[src/rtl/tile_scheduler.sv]
// tile_scheduler: sequences a systolic array over (head, row, col) tiles.
//   For each tile it pulses arr_start and waits for arr_dout_done. While a
//   tile runs, it translates the array's local read/write indices into SRAM
//   addresses.
// Ports:
//   clk, rst          rising-edge clock, asynchronous active-high reset
//   start, abort      job request pulse / cancel the running job
//   k_param, row_shape, col_shape, num_heads
//                     job shape, latched when a job is accepted
//   in_base, w_base, w_head_stride, out_base, out_head_stride
//                     address bases and per-head strides, latched at accept
//   arr_start         one-cycle launch pulse to the array
//   arr_raddr, arr_waddr, arr_wen_n, arr_dout_done
//                     local indices, write strobe and completion from array
//   raddr_input, raddr_w, waddr_out, wen_out_n
//                     translated SRAM addresses and output write strobe
//   busy, done, err   status; done and err are one-cycle pulses
//   cur_row, cur_col, cur_head
//                     tile counters
//   fsm_state         debug view of the controller state
// Handshake: arr_start is a single-cycle pulse. arr_dout_done is only
//   sampled in WAIT; a pulse in any other state is dropped.
module tile_scheduler #(
  parameter int N  = 8,
  parameter int AW = 13,
  parameter int DW = 8,
  parameter int HW = 2
) (
  input  logic          clk,
  input  logic          rst,
  input  logic          start,
  input  logic          abort,
  input  logic [DW-1:0] k_param,
  input  logic [DW-1:0] row_shape,
  input  logic [DW-1:0] col_shape,
  input  logic [HW-1:0] num_heads,
  input  logic [AW-1:0] in_base,
  input  logic [AW-1:0] w_base,
  input  logic [AW-1:0] w_head_stride,
  input  logic [AW-1:0] out_base,
  input  logic [AW-1:0] out_head_stride,
  output logic          arr_start,
  input  logic [AW-1:0] arr_raddr,
  input  logic [AW-1:0] arr_waddr,
  input  logic          arr_wen_n,
  input  logic          arr_dout_done,
  output logic [AW-1:0] raddr_input,
  output logic [AW-1:0] raddr_w,
  output logic [AW-1:0] waddr_out,
  output logic          wen_out_n,
  output logic          busy,
  output logic          done,
  output logic          err,
  output logic [DW-1:0] cur_row,
  output logic [DW-1:0] cur_col,
  output logic [HW-1:0] cur_head,
  output logic [2:0]    fsm_state
);

  typedef enum logic [2:0] {
    S_IDLE   = 3'd0,
    S_LAUNCH = 3'd1,
    S_WAIT   = 3'd2,
    S_NEXT   = 3'd3,
    S_FINISH = 3'd4
  } state_t;

  localparam logic [AW-1:0] N_A = AW'(N);

  state_t state, state_nx;

  logic [DW-1:0] k_q, rs_q, cs_q;
  logic [HW-1:0] nh_q;
  logic [AW-1:0] in_base_q, w_base_q, w_stride_q, out_base_q, out_stride_q;
  logic          err_q;

  logic cfg_ok, idle_start, accept, kill;
  logic last_col, last_row, last_head, last_tile;

  assign cfg_ok     = (|k_param) && (|row_shape) && (|col_shape) && (|num_heads);
  // Abort in IDLE suppresses both job start and the err pulse.
  assign idle_start = (state == S_IDLE) && start && !abort;
  assign accept     = idle_start && cfg_ok;
  assign kill       = abort && (state != S_IDLE);

  assign last_col  = (cur_col  == cs_q - DW'(1));
  assign last_row  = (cur_row  == rs_q - DW'(1));
  assign last_head = (cur_head == nh_q - HW'(1));
  assign last_tile = last_col && last_row && last_head;

  // State register
  always_ff @(posedge clk or posedge rst) begin
    if (rst) state <= S_IDLE;
    else     state <= state_nx;
  end

  // Next-state logic; abort overrides every transition out of a busy state.
  always_comb begin
    state_nx = state;
    case (state)
      S_IDLE:   if (accept) state_nx = S_LAUNCH;
      S_LAUNCH: state_nx = S_WAIT;
      S_WAIT:   if (arr_dout_done) state_nx = S_NEXT;
      S_NEXT:   state_nx = last_tile ? S_FINISH : S_LAUNCH;
      S_FINISH: state_nx = S_IDLE;
      default:  state_nx = S_IDLE;
    endcase
    if (kill) state_nx = S_IDLE;
  end

  // Outputs decoded from state
  always_comb begin
    arr_start = (state == S_LAUNCH);
    busy      = (state != S_IDLE);
    done      = (state == S_FINISH);
    err       = err_q;
    wen_out_n = (state == S_WAIT) ? arr_wen_n : 1'b1;
    fsm_state = state;
  end

  // Configuration latch, tile counters and the registered err pulse
  always_ff @(posedge clk or posedge rst) begin
    if (rst) begin
      k_q          <= '0;
      rs_q         <= '0;
      cs_q         <= '0;
      nh_q         <= '0;
      in_base_q    <= '0;
      w_base_q     <= '0;
      w_stride_q   <= '0;
      out_base_q   <= '0;
      out_stride_q <= '0;
      cur_row      <= '0;
      cur_col      <= '0;
      cur_head     <= '0;
      err_q        <= 1'b0;
    end else begin
      err_q <= idle_start && !cfg_ok;
      if (accept) begin
        k_q          <= k_param;
        rs_q         <= row_shape;
        cs_q         <= col_shape;
        nh_q         <= num_heads;
        in_base_q    <= in_base;
        w_base_q     <= w_base;
        w_stride_q   <= w_head_stride;
        out_base_q   <= out_base;
        out_stride_q <= out_head_stride;
        cur_row      <= '0;
        cur_col      <= '0;
        cur_head     <= '0;
      end else if (kill || state == S_FINISH) begin
        cur_row  <= '0;
        cur_col  <= '0;
        cur_head <= '0;
      end else if (state == S_NEXT) begin
        // col is the fastest counter, then row, then head
        if (last_col) begin
          cur_col <= '0;
          if (last_row) begin
            cur_row  <= '0;
            cur_head <= last_head ? '0 : cur_head + HW'(1);
          end else begin
            cur_row <= cur_row + DW'(1);
          end
        end else begin
          cur_col <= cur_col + DW'(1);
        end
      end
    end
  end

  // Address translation. All terms are zero-extended or truncated to AW bits,
  // so every sum wraps modulo 2^AW.
  logic [AW-1:0] row_a, col_a, head_a, k_a, cs_a;

  always_comb begin
    row_a       = AW'(cur_row);
    col_a       = AW'(cur_col);
    head_a      = AW'(cur_head);
    k_a         = AW'(k_q);
    cs_a        = AW'(cs_q);
    raddr_input = in_base_q + row_a * k_a + arr_raddr;
    raddr_w     = w_base_q + head_a * w_stride_q + col_a * k_a + arr_raddr;
    waddr_out   = out_base_q + head_a * out_stride_q
                + (row_a * cs_a + col_a) * N_A + arr_waddr;
  end

endmodule

[config.mk]
export PLATFORM = sky130hd
export DESIGN_NAME = tile_scheduler
export DESIGN_NICKNAME = d
export VERILOG_FILES = /design/src/rtl/tile_scheduler.sv
export SDC_FILE = /design/constraint.sdc
export NUM_CORES = 1
export LEC_CHECK = 0
export BUFFER_PORTS_ARGS = -buffer_cell sky130_fd_sc_hd__buf_2
export CAP_MARGIN = 5
export CORE_MARGIN = 2
export CORE_UTILIZATION = 43
export CTS_CLUSTER_DIAMETER = 40
export DETAILED_ROUTE_END_ITERATION = 6
export SKIP_CTS_REPAIR_TIMING = 1
export SLEW_MARGIN = 10
export SYNTH_ARGS = -nofsm -noshare
export SYNTH_HDL_FRONTEND = slang
export SYNTH_SLANG_ARGS = --single-unit
[constraint.sdc]
create_clock -name clk -period 14.55 [get_ports clk]
set_clock_uncertainty 0.05 [all_clocks]
set_input_delay 0.7275 -clock clk [delete_from_list [all_inputs] [get_ports clk]]
set_output_delay 0.7275 -clock clk [all_outputs]
set_load 0.005 [all_outputs]
==> results of run 1 <==
## worst paths after layout
check | to | slack [ns] | from | cells after the start
setup reg to reg | cur_row[0]$_DFFE_PP0P_ | 10.96 | fsm_state[0]$_DFFE_PP0P_ | 7
max in group asynchronous | in_base_q[9]$_DFFE_PP0P_ | 12.75 | rst | 3
hold reg to reg | in_base_q[6]$_DFFE_PP0P_ | 0.46 | in_base_q[6]$_DFFE_PP0P_ | 1
setup / recovery | waddr_out[11] | 7.63 | cur_row[5]$_DFFE_PP0P_ | 20
min in group clk | in_base_q[6]$_DFFE_PP0P_ | 0.46 | in_base_q[6]$_DFFE_PP0P_ | 1
hold / removal | w_base_q[4]$_DFFE_PP0P_ | 0.42 | rst | 2
## flip-flops by register name (all words and copies together), names as in the netlist, 3 cells and up
name	flops
fsm_state	3
cur_row	8
cur_col	8
cs_q	8
k_q	8
in_base_q	13
out_stride_q	13
out_base_q	13
w_base_q	13
w_stride_q	13
rs_q	8
## worst max-delay path, stage by stage, from the launching register on
cell       delay, ns
dfrtp_1         0.86
nand2_1         0.15
fa_1            0.50
inv_1           0.05
fa_1            0.51
inv_1           0.06
fa_1            0.48
fa_1            0.49
inv_1           0.04
ha_1            0.29
inv_1           0.08
o21bai_1        0.07
a21oi_1         0.17
xnor2_1         0.15
fa_1            0.45
ha_1            0.35
inv_1           0.10
and3_1          0.17
a2111oi_0       0.36
o211ai_1        0.20
buf_2           0.17
## final cells by class
class                   count  area (µm²)  share of cell area, %
multi-input cells         947        9560                   61.1
flip-flops and latches    113        2830                   18.1
inverters                 309        1160                   7.43
repair buffers            192         973                   6.22
well taps                 402         503                   3.22
clock buffers              22         484                   3.10
clock inverters             9         130                  0.832
## synth_stat cells, types with 2 or more instances
cell type,number
a2111oi_0,2
a211oi_1,2
a21o_1,7
a21oi_1,29
a22o_1,5
a31oi_1,4
and2_1,103
and3_1,8
and4_1,2
buf_1,2
buf_2,16
buf_4,2
buf_6,2
clkbuf_1,36
dfrtp_1,113
fa_1,193
ha_1,104
inv_1,308
mux2_2,93
nand2_1,149
nand3_1,17
nand4_1,3
nor2_1,35
nor2b_1,9
nor3_1,9
nor3b_1,3
nor3b_2,2
nor4_1,12
nor4b_1,2
o211ai_1,3
o21a_1,3
o21ai_0,11
o21ai_1,3
o21bai_1,5
o2bb2ai_1,3
o31ai_1,3
o41ai_1,3
or3_1,5
xnor2_1,75
xor2_1,23
## stage by stage
| step | worst slack, ns | instances |
|---|---|---|
| 3_5_place_dp | 8.09 | 1963 |
| 3_3_place_gp | 8.17 | 1963 |
| 6_report | 7.63 | 1994 |
| 2_1_floorplan | 8.56 | 1427 |
| 5_1_grt | 7.28 | 1994 |
| 4_1_cts | 7.57 | 1994 |
## cells by family (layout without fill, tap and decap cells)
group                      count (synthesis)  in the layout  share of synthesized area (%)
AOI/OAI and AO/OA                         92             92                           4.41
xor gates and xnor gates                  99             99                           6.34
adders and majority gates                297            297                           37.4
buffers and inverters                    367            532                           10.3
DFF                                      113            113                           20.5
muxes                                     93             93                           7.59
and+or+nand+nor                          366            366                           13.5
## routing by layer
metal  track usage (%)  share of wire (%)
met5                 0                  0
met4              5.47                1.6
met3              4.09                5.3
met2              32.5                 46
met1              28.6                 48
==> metrics.md, run 1 <==
| Metric | Value |
|---|---|
| Status | completed |
| Post-DP HPWL | 25500 µm |
| Crit start category | flop |
| Gr ovfl total | 0 |
| Area Overhead vs Synth | 13.3% |
| Die footprint | 33500 µm² |
| Cell taking the most area after synthesis | fa_1 |
| Syn Inst Count | 1427 |
| CP endpoint kind | output pin |
| Post-layout util | 49.6% |
| Detail Route Antenna Nets | 0 |
| Area of the mapped netlist | 13800 µm² |
| Final setup violation count | 0 |
| DR iter-0 viols | 433 |
| Synthesized flop and latch total | 113 |
| Final hold vios | 0 |
| Cell Area, Placed | 15000 µm² |
| CORE AREA | 31600 µm² |
| Worst EP arrival | 6.14 ns |
| Syn. warnings | 0 |
| Vias/cell | 4.94 |
| RSZ-0062 raised after global routing | no |
| Vias | 9847 |
| Commonest non-fill, non-tap cell in the layout | inv_1 |
| Clk Latency, worst-skew pair | 0.44 ns |
| Fmax | 145 MHz |
| Htree depth | 4 |
| Number of flops mapped to enable cells by yosys | 0 |
| Filler cells | 2975 |
| Fin nets | 2000 |
| Unique masters post-synth | 58 |
| Rel. slew slack | 29.2% |
| Ant diodes | 0 |
| Clk slew on worst S/H paths | 0.06 ns |
| Vias in the first global route | 10.4k |
| Initial Utilization | 43.7% |
| Initial antenna violation count | 0 |
| CP required | 13.77 ns |
| Chip height | 183 µm |
| Length of the first detailed-routing pass in iterations | 5 |
| Period utilisation layout | 47.5% |
| First-pass GRT wire length | 53500 µm |
| TritonCTS clock tree | yes |
| Drt total wl | 32100 µm |
| Wire length per cell | 16.1 µm |
| Port bufs | 187 |
| Syn_nets | 1847 |
| Die width | 183 µm |
| Crit Path Class | flop to output pin |
| Post-synth top flop | dfrtp_1 |
| Root Buffer | clkbuf_16 |
| Min Hold Slack | 0.419 ns |
| Worst Hold Class | primary input to asynchronous set/reset pin |
| Register area share after synthesis | 20.5% |
| Sink Count | 113 |
| Slew Limit Fails | 0 |
| Layout cells sized above 1 | 20.5% |
| Post-route minimum period | 6.92 ns |
| Rows | 65 |
| Largest net degree at the start of global routing | 71 |
| Mean post-synth cell area | 9.67 µm² |
| Num CTS Buffers | 17 |
| Overall routing resource usage | 20.4% |
| IO Count | 188 |
| Area fraction of the dominant cell type after synthesis | 28.0% |
| Residual DRC | 0 |
| Worst-path fanout max | 23 |
| Fraction of registers with async set/reset | 100% |
| Top cells by area, synth | fa_1 28%, dfrtp_1 20%, ha_1 9.4% |
| Gp weighted congestion | 0.807 |
| Most frequent cells in the layout | 307 x inv_1, 193 x fa_1, 187 x buf_2 |
| Worst-margin pin slew | 1.06 ns |
| Max Cap Viol | 0 |
| CTS Buffer Depth | 2 |
| Final Cell Area | 15600 µm² |
| Setup Total Neg Slack | 0 ns |
Power of run 1 is not shown: default switching activity piles up to over one toggle a cycle in this logic, so the estimate is an artifact.
==> run 2, diff against run 1 <==
clock period = 6.95 ns   (was 14.55 ns; I/O delays follow)
==> run 2 against run 1 <==
The flow now finishes with violations (negative hold slack). Via count about the same. Register-to-register slack worse by 7.6 ns. Die area unchanged. First-iteration DRC count down 25%. Core utilization up 0.21 points. Sequential share of layout area down 0.078 points. Global-route usage down 0.16 points. Critical path type unchanged. Highest routed layer unchanged.
==> metrics.md, run 2 (synthesized netlist as in run 1, its figures left out) <==
| Metric | Value |
|---|---|
| Met2 GRT Util | 31.9% (was 32.5%) |
| Commonest non-fill, non-tap cell in the layout | inv_1 (unchanged) |
| Vias/cell | 4.91 (was 4.94) |
| Final Cell Area | 15700 µm² (was 15600 µm²) |
| Worst-margin pin slew | 1.04 ns (was 1.06 ns) |
| TritonCTS clock tree | yes (unchanged) |
| Worst reg2reg path endpoint | cur_row[0]$_DFFE_PP0P_ (unchanged) |
| Most common cell on crit path | inv_1 |
| RSZ-0062 raised after global routing | no (unchanged) |
| Chip height | 183 µm (unchanged) |
| Gr ovfl total | 0 (unchanged) |
| GR peak layer | met2 (unchanged) |
| Num CTS Buffers | 17 (unchanged) |
| Largest net degree at the start of global routing | 72 (was 71) |
| Post-DP HPWL | 25700 µm (was 25500 µm) |
| Port bufs | 187 (unchanged) |
| Worst-path fanout max | 13 (was 23) |
| Residual DRC | 0 (unchanged) |
| Detail Route Antenna Nets | 0 (unchanged) |
| Min Hold Slack | -0.00893 ns (was 0.419 ns) |
| Largest stage delay on the critical path | 0.56 ns (was 0.86 ns) |
| Clk slew on worst S/H paths | 0.06 ns (about the same) |
| Filler cells | 3002 (was 2975) |
| Vias in the first global route | 10.4k (about the same) |
| Die width | 183 µm (unchanged) |
| CP required | 6.55 ns (was 13.77 ns) |
| Worst EP arrival | 6.04 ns (was 6.14 ns) |
| Crit start category | flop (unchanged) |
| Die footprint | 33500 µm² (unchanged) |
| DR iter-0 viols | 324 (was 433) |
| Max Cap Viol | 0 (unchanged) |
| Setup Total Neg Slack | 0 ns (unchanged) |
| RR Startpoint | fsm_state[0]$_DFFE_PP0P_ (unchanged) |
| Drt total wl | 31700 µm (was 32100 µm) |
| Length of the first detailed-routing pass in iterations | 5 (unchanged) |
| Root Buffer | clkbuf_16 (unchanged) |
| IO Count | 188 (unchanged) |
| Post-layout util | 49.8% (was 49.6%) |
| Gp weighted congestion | 0.844 (was 0.807) |
| Layout cells sized above 1 | 21.1% (was 20.5%) |
| Initial antenna violation count | 1 (was 0) |
| Final setup violation count | 0 (unchanged) |
| Initial Utilization | 43.7% (unchanged) |
| Most frequent cells in the layout | 307 x inv_1, 193 x fa_1, 187 x buf_2 (unchanged) |
| Met1 Use GR | 28.5% (was 28.6%) |
| Overall routing resource usage | 20.3% (was 20.4%) |
| Fmax | 155 MHz |
| Clk Latency, worst-skew pair | 0.43 ns (was 0.44 ns) |
| CTS Buffer Depth | 2 (unchanged) |
| Rows | 65 (unchanged) |
| Post-route minimum period | 6.44 ns |
| Rel. slew slack | 31.0% (was 29.2%) |
| Failing checks | negative hold slack |
| GR Layer Usage met3 | 3.85% (was 4.09%) |
| Final hold vios | 12 (was 0) |
| Area Overhead vs Synth | 13.8% (was 13.3%) |
| Cell Area, Placed | 15100 µm² (was 15000 µm²) |
| Reg2reg setup slack | 3.41 ns (was 10.96 ns) |
| Fin nets | 2011 (was 2000) |
| Sink Count | 113 (unchanged) |
| First-pass GRT wire length | 53400 µm (was 53500 µm) |
| Status | finished with violations (was completed) |
| Period utilisation layout | 92.6% |
| CP endpoint kind | output pin (unchanged) |
| Slew Limit Fails | 0 (unchanged) |
| Wire length per cell | 15.8 µm (was 16.1 µm) |
| Slowest stage cell, crit path | fa_1 (was dfrtp_1) |
| Worst path cell trace | inv_1, fa_1, inv_1, fa_1, inv_1, fa_1, fa_1, inv_1, ha_1, inv_1, o21bai_1, a21oi_1, xnor2_1, fa_1, ha_1, inv_1, and3_1, a2111oi_0, o211ai_1, buf_2 (was nand2_1, fa_1, inv_1, fa_1, inv_1, fa_1, fa_1, inv_1, ha_1, inv_1, o21bai_1, a21oi_1, xnor2_1, fa_1, ha_1, inv_1, and3_1, a2111oi_0, o211ai_1, buf_2) |
| Worst Hold Class | primary input to asynchronous set/reset pin (unchanged) |
| R2R depth | 7 (unchanged) |
| CORE AREA | 31600 µm² (unchanged) |
| Vias | 9849 (was 9847) |
| Htree depth | 4 (unchanged) |
| Crit Path Class | flop to output pin (unchanged) |
## run 2: layout make-up
| cell class | count | area (µm²) | share of cell area, % |
|---|---|---|---|
| tap | 402 | 503 | 3.20 |
| timing repair buffer | 203 | 1060 | 6.72 |
| inverter | 309 | 1160 | 7.40 |
| clock inverter | 14 | 158 | 1.00 |
| antenna | 1 | 2.50 | 0.0159 |
| multi-input combinational | 947 | 9560 | 60.9 |
| sequential | 113 | 2830 | 18.0 |
| clock buffer | 18 | 439 | 2.80 |
## run 2: stage by stage
step,setup WS [ns],hold slack [ns],std cells
global placement,1.14,0.441,1974
detailed placement,1.03,0.448,1974
finish,0.515,-0.00893,2007
global route,0.0250,0.0477,2007
floorplan,1.34,0.360,1427
CTS,0.529,0.0116,2006
## run 2: critical path: cells and delay by family (launching register included)
family	cells	cell delay [ns]
xor+xnor	1	0.16
flops	1	0.55
simple gates	1	0.18
fa+ha+maj	7	3.16
compound gates	4	0.83
buf+inv	7	0.69
## run 2: layer usage
metal | part of all wire [%] | routed length (µm) | vias up
li1 | - | - | 4709
met1 | 48 | 15300 | 4887
met2 | 45 | 14300 | 219
met3 | 4.3 | 1380 | 34
met4 | 2.1 | 672 | 0
met5 | 0 | 0 | -
## run 2: how the worst max path moves through the flow
stage / from / endpoint / cells after the start
floorplan: cur_row[3]$_DFFE_PP0P_ / waddr_out[11] / 22
global placement: cur_col[6]$_DFFE_PP0P_ / waddr_out[11] / 20
detailed placement: cur_col[6]$_DFFE_PP0P_ / waddr_out[11] / 20
CTS: cur_col[6]$_DFFE_PP0P_ / waddr_out[11] / 20
global route: cur_col[6]$_DFFE_PP0P_ / waddr_out[11] / 20
finish: cur_col[6]$_DFFE_PP0P_ / waddr_out[11] / 20
Power of run 2 is left out for the same reason.
==> run 3, diff against run 2 <==
RECOVER_POWER = 100   (was unset)
==> run 3 against run 2 <==
The run ends with max-capacitance violations, max-slew violations left. Via count did not move. Maximum frequency fell by 0.98%. Die area did not move. Sequential cell count did not move. Setup slack got worse by 0.064 ns. Core utilization fell by 0.35 points. Largest cell class unchanged. Highest routed layer unchanged. Global-route usage did not move. Critical path depth fell by 2.
==> metrics.md, run 3 (synthesized netlist as in run 1, its figures left out) <==
| Metric | Value |
|---|---|
| Status | finished with violations (unchanged) |
| Failing checks | max-capacitance violations, max-slew violations (was negative hold slack) |
| Clk Latency, worst-skew pair | 0.43 ns (about the same) |
| FF+latch area | 2830 µm² (unchanged) |
| Worst EP arrival | 6.10 ns (was 6.04 ns) |
| Filler cells | 3022 (was 3002) |
| First-pass GRT wire length | 53400 µm (unchanged) |
| CTS Buffer Depth | 2 (unchanged) |
| Htree depth | 4 (unchanged) |
| Post-route minimum period | 6.50 ns (was 6.44 ns) |
| R2R depth | 5 (was 7) |
| Largest stage delay on the critical path | 0.75 ns (was 0.56 ns) |
| Layout cells sized above 1 | 18.3% (was 21.1%) |
| Crit start category | flop (unchanged) |
| Drt total wl | 31800 µm (was 31700 µm) |
| Die footprint | 33500 µm² (unchanged) |
| Non-Filler Instances | 2007 (unchanged) |
| Final setup violation count | 0 (unchanged) |
| CP required | 6.55 ns (about the same) |
| Min-delay src | in_base[2] |
| Chip height | 183 µm (unchanged) |
| Rows | 65 (unchanged) |
| Largest net degree at the start of global routing | 72 (unchanged) |
| Crit path from | cur_row[5]$_DFFE_PP0P_ (was cur_col[6]$_DFFE_PP0P_) |
| Commonest non-fill, non-tap cell in the layout | inv_1 (unchanged) |
| Post-DP HPWL | 25700 µm (unchanged) |
| Vias in the first global route | 10.4k (unchanged) |
| RR Startpoint | fsm_state[0]$_DFFE_PP0P_ (unchanged) |
| Area Overhead vs Synth | 13.0% (was 13.8%) |
| Port bufs | 187 (unchanged) |
| Initial antenna violation count | 1 (unchanged) |
| Worst path cell trace | clkbuf_1, nand2_1, fa_1, inv_1, fa_1, inv_1, fa_1, inv_1, fa_1, inv_1, fa_1, inv_1, ha_1, o41ai_1, o21ai_0, o41ai_1, xnor2_1, clkbuf_1 (was inv_1, fa_1, inv_1, fa_1, inv_1, fa_1, fa_1, inv_1, ha_1, inv_1, o21bai_1, a21oi_1, xnor2_1, fa_1, ha_1, inv_1, and3_1, a2111oi_0, o211ai_1, buf_2) |
| Detail Route Antenna Nets | 0 (unchanged) |
| Setup Total Neg Slack | 0 ns (unchanged) |
| Wire length per cell | 15.8 µm (about the same) |
| Residual DRC | 0 (unchanged) |
| Placed cells | 1974 (unchanged) |
| Reg2reg setup slack | 2.05 ns (was 3.41 ns) |
| RSZ-0062 raised after global routing | no (unchanged) |
| Fin nets | 2011 (unchanged) |
| Min Hold Slack | 0.0885 ns (was -0.00893 ns) |
| Multi-input logic area | 9540 µm² (was 9560 µm²) |
| Vias | 9849 (unchanged) |
| Slew Limit Fails | 188 (was 0) |
| Num CTS Buffers | 17 (unchanged) |
| Length of the first detailed-routing pass in iterations | 5 (unchanged) |
| Crit Path Class | flop to output pin (unchanged) |
| Worst Hold Class | primary input to flop (was primary input to asynchronous set/reset pin) |
| Worst reg2reg path endpoint | rs_q[3]$_DFFE_PP0P_ (was cur_row[0]$_DFFE_PP0P_) |
| Fmax | 154 MHz (was 155 MHz) |
| Hold EP | in_base_q[2]$_DFFE_PP0P_ |
| Root Buffer | clkbuf_16 (unchanged) |
| Initial Utilization | 43.7% (unchanged) |
| Cell depth of the worst hold path | 2 |
| Worst-margin pin slew | 3.41 ns (was 1.04 ns) |
| Rel. slew slack | -127% (was 31.0%) |
| Period utilisation layout | 93.5% (was 92.6%) |
| Final hold vios | 0 (was 12) |
| Overall routing resource usage | 20.3% (unchanged) |
| CP endpoint kind | output pin (unchanged) |
| Slowest stage cell, crit path | clkbuf_1 (was fa_1) |
| Max Cap Viol | 4 (was 0) |
| IO Count | 188 (unchanged) |
| Sink Count | 113 (unchanged) |
| Gp weighted congestion | 0.844 (unchanged) |
| Worst-path fanout max | 19 (was 13) |
| Most frequent cells in the layout | 307 x inv_1, 193 x fa_1, 150 x buf_2 (was 307 x inv_1, 193 x fa_1, 187 x buf_2) |
| TritonCTS clock tree | yes (unchanged) |
| Gr ovfl total | 0 (unchanged) |
| Vias/cell | 4.91 (unchanged) |
| Clk slew on worst S/H paths | 0.06 ns (about the same) |
| Die width | 183 µm (unchanged) |
| DR iter-0 viols | 294 (was 324) |
| CORE AREA | 31600 µm² (unchanged) |
[run 3: cell type report]
cell class                      instances  area share (%)
Multi-Input combinational cell        947            61.1
Antenna cell                            1          0.0160
Inverter                              309            7.44
Clock inverter                         14            1.01
Tap cell                              402            3.22
Clock buffer                           18            2.81
Sequential cell                       113            18.1
Timing Repair Buffer                  203            6.25
[run 3: metal layers]
| layer | part of all wire [%] | GRT usage (%) | up-vias |
|---|---|---|---|
| li1 | - | - | 4713 |
| met1 | 48 | 28.5 | 4887 |
| met2 | 45 | 31.9 | 217 |
| met3 | 4.3 | 3.85 | 32 |
| met4 | 1.9 | 6.34 | 0 |
| met5 | 0 | 0 | - |
[run 3: worst max-delay path by stage]
stage	endpoint	depth (start not counted)	slack [ns]
after detailed placement	waddr_out[11]	20	1.03
after floorplan	waddr_out[11]	22	1.34
after global routing	waddr_out[11]	20	0.04
after CTS	waddr_out[11]	20	0.53
after global placement	waddr_out[11]	20	1.14
final	raddr_input[12]	18	0.45
[run 3: stage by stage]
step                      worst slack, ns  instance area (µm²)  util [%]
after floorplan                      1.34                13800         -
after detailed placement             1.03                15100      47.9
after global routing               0.0409                15600      49.4
after global placement               1.14                15100      47.9
final                               0.451                15600      49.4
after CTS                           0.529                15700      49.8
[run 3: worst max-delay path: cells and delay by family (launching register included)]
family / cells / cell delay, ns
AOI/OAI and AO/OA: 3 / 1.11
xor gates and xnor gates: 1 / 0.16
adders and majority gates: 6 / 2.69
buffers and inverters: 7 / 1.13
DFF: 1 / 0.43
and+or+nand+nor: 1 / 0.15
Power of run 3 is left out for the same reason.
